===== src/rtl/aes_pkg.sv =====
// Shared constants and types for the AES datapath blocks.
//   BLOK_W              : AES block width in bits.
//   VARSAYILAN_DERINLIK : default block buffer depth (shared with aes_engine and the wrapper).
//   fifo_durum_t        : input buffer state, BEKLE (fill) or AKIS (stream).
package aes_pkg;

    localparam int unsigned BLOK_W              = 128;
    localparam int unsigned VARSAYILAN_DERINLIK = 16;

    typedef enum logic {
        BEKLE = 1'b0,
        AKIS  = 1'b1
    } fifo_durum_t;

endpackage


===== src/rtl/aes_fifo_bellek.sv =====
// Simple dual-port block storage: synchronous write, asynchronous read, so it can map
// onto distributed RAM.
// Ports:
//   clk      : clock, write on rising edge
//   yaz_en   : write enable
//   yaz_adr  : write address
//   yaz_veri : write data
//   oku_adr  : read address
//   oku_veri : read data (combinational from oku_adr)
module aes_fifo_bellek #(
    parameter int unsigned DERINLIK = 16,
    parameter int unsigned GENISLIK = 128
) (
    input  logic                        clk,
    input  logic                        yaz_en,
    input  logic [$clog2(DERINLIK)-1:0] yaz_adr,
    input  logic [GENISLIK-1:0]         yaz_veri,
    input  logic [$clog2(DERINLIK)-1:0] oku_adr,
    output logic [GENISLIK-1:0]         oku_veri
);

    logic [GENISLIK-1:0] mem [DERINLIK];

    // Contents are intentionally not reset.
    always_ff @(posedge clk) begin
        if (yaz_en) begin
            mem[yaz_adr] <= yaz_veri;
        end
    end

    assign oku_veri = mem[oku_adr];

endmodule


===== src/rtl/aes_giris_fifo.sv =====
// Input block buffer ahead of aes_engine. Collects plaintext blocks until full (or until a
// flush request), then streams them to the engine with a valid/ready handshake.
// Ports:
//   clk, rst    : clock and synchronous active-high reset
//   yaz_blok    : producer block
//   yaz_gecerli : producer valid
//   yaz_hazir   : buffer can accept a block (not full, not in reset)
//   bosalt      : single-cycle flush request, starts streaming a partial buffer
//   blok        : head block (first-word fall-through)
//   g_gecerli   : head block valid towards the engine
//   hazir       : engine accepts the head block
//   seviye      : current occupancy
module aes_giris_fifo
    import aes_pkg::*;
#(
    parameter int unsigned DERINLIK = VARSAYILAN_DERINLIK,
    parameter int unsigned GENISLIK = BLOK_W
) (
    input  logic                          clk,
    input  logic                          rst,
    input  logic [GENISLIK-1:0]           yaz_blok,
    input  logic                          yaz_gecerli,
    output logic                          yaz_hazir,
    input  logic                          bosalt,
    output logic [GENISLIK-1:0]           blok,
    output logic                          g_gecerli,
    input  logic                          hazir,
    output logic [$clog2(DERINLIK+1)-1:0] seviye
);

    localparam int unsigned AW = $clog2(DERINLIK);
    localparam int unsigned SW = $clog2(DERINLIK + 1);
    localparam logic [SW-1:0] DOLU = SW'(DERINLIK);

    logic [AW-1:0] wr_ptr_q, rd_ptr_q;
    logic [SW-1:0] seviye_q, seviye_d;
    fifo_durum_t   durum_q, durum_d;
    logic          yaz, oku;

    // Both handshakes are gated by rst so nothing is accepted on a reset edge. yaz_hazir
    // looks only at the registered level: a pop cannot free space for a same-cycle write.
    assign yaz_hazir = ~rst & (seviye_q != DOLU);
    assign g_gecerli = ~rst & (durum_q == AKIS) & (seviye_q != '0);
    assign yaz       = yaz_gecerli & yaz_hazir;
    assign oku       = g_gecerli & hazir;
    assign seviye    = seviye_q;

    always_comb begin
        seviye_d = seviye_q + SW'(yaz) - SW'(oku);
        durum_d  = durum_q;
        unique case (durum_q)
            BEKLE: begin
                if (seviye_d == DOLU) begin
                    durum_d = AKIS;
                end else if (bosalt && (seviye_d != '0)) begin
                    durum_d = AKIS;
                end
            end
            AKIS: begin
                // A write alongside the last read keeps us streaming.
                if (seviye_d == '0) begin
                    durum_d = BEKLE;
                end
            end
            default: durum_d = BEKLE;
        endcase
    end

    always_ff @(posedge clk) begin
        if (rst) begin
            durum_q  <= BEKLE;
            wr_ptr_q <= '0;
            rd_ptr_q <= '0;
            seviye_q <= '0;
        end else begin
            durum_q  <= durum_d;
            seviye_q <= seviye_d;
            if (yaz) begin
                wr_ptr_q <= wr_ptr_q + AW'(1);
            end
            if (oku) begin
                rd_ptr_q <= rd_ptr_q + AW'(1);
            end
        end
    end

    aes_fifo_bellek #(
        .DERINLIK (DERINLIK),
        .GENISLIK (GENISLIK)
    ) u_bellek (
        .clk      (clk),
        .yaz_en   (yaz),
        .yaz_adr  (wr_ptr_q),
        .yaz_veri (yaz_blok),
        .oku_adr  (rd_ptr_q),
        .oku_veri (blok)
    );

endmodule


===== config.mk =====
export PLATFORM = sky130hd
export DESIGN_NAME = aes_giris_fifo
export DESIGN_NICKNAME = d
export VERILOG_FILES = /design/src/rtl/aes_pkg.sv /design/src/rtl/aes_fifo_bellek.sv /design/src/rtl/aes_giris_fifo.sv
export SDC_FILE = /design/constraint.sdc
export NUM_CORES = 1
export LEC_CHECK = 0
export CORE_MARGIN = 4
export CORE_UTILIZATION = 61
export CTS_CLUSTER_SIZE = 20
export DETAILED_ROUTE_END_ITERATION = 8
export HOLD_SLACK_MARGIN = 0.1
export PLACE_DENSITY = 0.79
export SYNTH_ARGS = -nofsm -noshare
export SYNTH_HDL_FRONTEND = slang
export SYNTH_SLANG_ARGS = --single-unit

===== constraint.sdc =====
create_clock -name clk -period 16.04 [get_ports clk]
set_input_delay 4.812 -clock clk [delete_from_list [all_inputs] [get_ports clk]]
set_output_delay 4.812 -clock clk [all_outputs]
set_load 0.05 [all_outputs]

==> impl_results.md <==
- Outcome: finished clean
- Largest net degree at the start of global routing: 152
- Fin. Hold Viols: 0
- Post-synthesis cell type count: 33
- H-tree levels: 4
- Initial antenna violation count: 30
- Max-cap viol count: 0
- Final worst-path cycle share: 72.51%
- Syn Area/Cell: 24.80 um2
- GRT Total Usage: 27.98%
- Total negative setup slack: 0 ns
- Commonest non-fill, non-tap cell in the layout: edfxtp_1
- CTS clk-pin slew, worst paths: 0.06 ns
- Setup crit end kind: output port
- Site Rows: 130
- Clock root buffer: clkbuf_16
- Ports: 268
- Final net count: 3648
- Setup Skew: 0.02496 ns
- RSZ-0062 raised after global routing: false
- Largest stage delay, worst path: 0.81 ns
- Core Area: 126400 um2
- Vias in the first global route: 38304
- Synth-to-layout area growth: 13.79%
- Ys Warns: 0
- Cell breakdown of the critical path: clkdlybuf4s50_1 -> nor2b_1 -> and2_1 -> clkdlybuf4s50_1
- CTS tree: yes
- Routed wire length: 184700 um
- Worst path most repeated cell: clkdlybuf4s50_1
- Post-route ant nets: 0
- Port buffer count: 267
- Vias/cell: 6.869
- Util after Layout: 70.27%
- Slew margin rel.: 14.31%
- First-pass GRT wire length: 269900 um
- Die H: 365.7 um
- Syn Inst Count: 3147
- WP data arrival: 6.82 ns
- HP Start: rd_ptr_q[3]
- R2R setup slack: 12.03 ns
- Clock period minus worst slack: 11.63 ns
- Clock Path Buffers: 3
- Flops & latches, synth: 2066
- Syn_nets: 3292
- Most frequent cells in the layout: edfxtp_1 (2048), mux4_2 (580), clkdlybuf4s50_1 (267)
- Worst Path Required: 11.23 ns
- Share of cells above drive strength 1: 25.23%
- CTS Sinks: 2066
- Reg2reg end: u_bellek.mem[12][28]
- Ys flop type: edfxtp_1
- Worst R2R Start: seviye[3]
- Starting Density: 61.76%
- Number of setup buffers added after CTS: 0
- Max Clock Freq: 0.08599 GHz
- Insertion delay to the later sink of the worst-skew pair: 0.80 ns
- Endpoints failing setup: 0
- Seq/Total Area, Yosys: 79.26%
- Register-to-Register Path Depth: 8
- Post-cts sizing count: 0
- DR WL/cell: 34.69 um
- Total power: 11630 uW
- Gpl congestion: 0.7590
- Worst-path fanout max: 16
- 1st-iter DRT viols: 4677
- Non-filler instance count after layout: 5325
- CTS buffer count: 191
- Via Count: 36578
- Slew Viols, Final: 0
- Hpwl dp: 83610 um
- DR DRC count: 0
- Critical path type: input pin to output port
- Crit path max-delay family: buffers and inverters
- Hold depth: 1
- Hold buffer count at CTS: 0
- Total die area: 133700 um2
- Fillcell total: 6944
- Pwr/cell area: 130.9 nW/um2
- Critical path launch point type: input pin
- Post-synth EDFFs: 2048
- Mapped cell area: 78050 um2
- Pre-antenna DRT Iters: 7
- Cell count after placement: 4960
- Critical Path Slowest Stage Cell: clkdlybuf4s50_1
- Die width: 365.7 um
- Worst-Margin Slew: 1.285 ns
- Leak: 0.02652 uW
- Async SR Flop Fraction: 0%
- Worst Hold Class: register to register
- GR Overflow Total: 0
- Worst VDD drop: 0.1175 mV
- Bufs and invs on worst path: 2
routing by layer:
layer	vias to the layer above	GRT usage [%]	share of wire [%]
met5	-	0	0.056
met4	16	9.401	3.1
met3	335	6.209	9.9
met2	2382	45.26	50
met1	19489	38.75	37
li1	14356	-	-
final cells by class:
class / count / area [um2] / area share (%)
Clock inverter: 121 / 1102 / 1.241
Antenna cell: 20 / 50.05 / 0.05635
Multi-Input combinational cell: 903 / 15470 / 17.41
Timing Repair Buffer: 330 / 3271 / 3.683
Clock buffer: 224 / 4946 / 5.569
Sequential cell: 2066 / 61870 / 69.67
Inverter: 11 / 41.29 / 0.04649
Tap cell: 1650 / 2064 / 2.324
Yosys cell counts (3+ instances only):
cell	number	area share [%]
nand2b_1	3	0.024
mux2i_1	61	0.78
nand3_1	3	0.019
nor2_1	24	0.12
ha_1	11	0.18
xor2_1	5	0.056
a211oi_1	60	0.58
buf_1	22	0.11
mux4_2	580	17
buf_4	16	0.15
nor2b_1	63	0.50
a21oi_1	62	0.40
nand4_1	3	0.024
nand2_1	5	0.024
buf_6	4	0.058
dfxtp_1	18	0.46
inv_1	11	0.053
and2_1	3	0.024
nor3_1	4	0.026
clkbuf_1	65	0.31
edfxtp_1	2048	79
buf_2	60	0.38
xnor2_1	3	0.034
registers in the layout, summed over array words and instances, names as in the netlist, named ones only:
name / count
seviye: 5
rd_ptr_q: 4
u_bellek.mem: 2048
wr_ptr_q: 4
durum_q: 1
through the flow:
step	cell area (um2)	worst slack, ns	hold slack, ns
final	88820	4.410	0.4653
after CTS	88770	4.427	0.4605
after global routing	88790	4.348	0.5117
after floorplan	78050	1.228	0.4333
after global placement	82720	4.401	0.4522
after detailed placement	82720	4.433	0.4436
how the worst max path moves through the flow:
| stage | end | depth (start not counted) | start | slack (ns) |
|---|---|---|---|---|
| floorplan | u_bellek.mem[0][0] | 5 | rst | 1.23 |
| global placement | g_gecerli | 4 | rst | 4.40 |
| detailed placement | g_gecerli | 4 | rst | 4.43 |
| CTS | g_gecerli | 4 | rst | 4.43 |
| global route | g_gecerli | 4 | rst | 4.35 |
| finish | g_gecerli | 4 | rst | 4.41 |
where the power goes:
| group | internal, uW | switching, uW | leakage (uW) |
|---|---|---|---|
| registers | 6020 | 32.8 | 0.0186 |
| clock network | 2500 | 1930 | 0.00292 |
| logic | 474 | 670 | 0.00502 |
cells by family (layout without fill, tap and decap cells):
kind of cell             Yosys count  in the layout  synth area share [%]
XOR/XNOR                           8              8               0.08978
AO/OA/AOI/OAI                    128            128                 1.039
flip-flops                      2066           2066                 79.26
buffers and inverters            178            686                 1.068
multiplexers                     641            641                 17.52
AND/OR/NAND/NOR                  114            114                0.8256
adder cells (fa/ha/maj)           12             12                0.2020
other                              0             20                     0
Note: power is estimated with default switching activity, not from simulation.
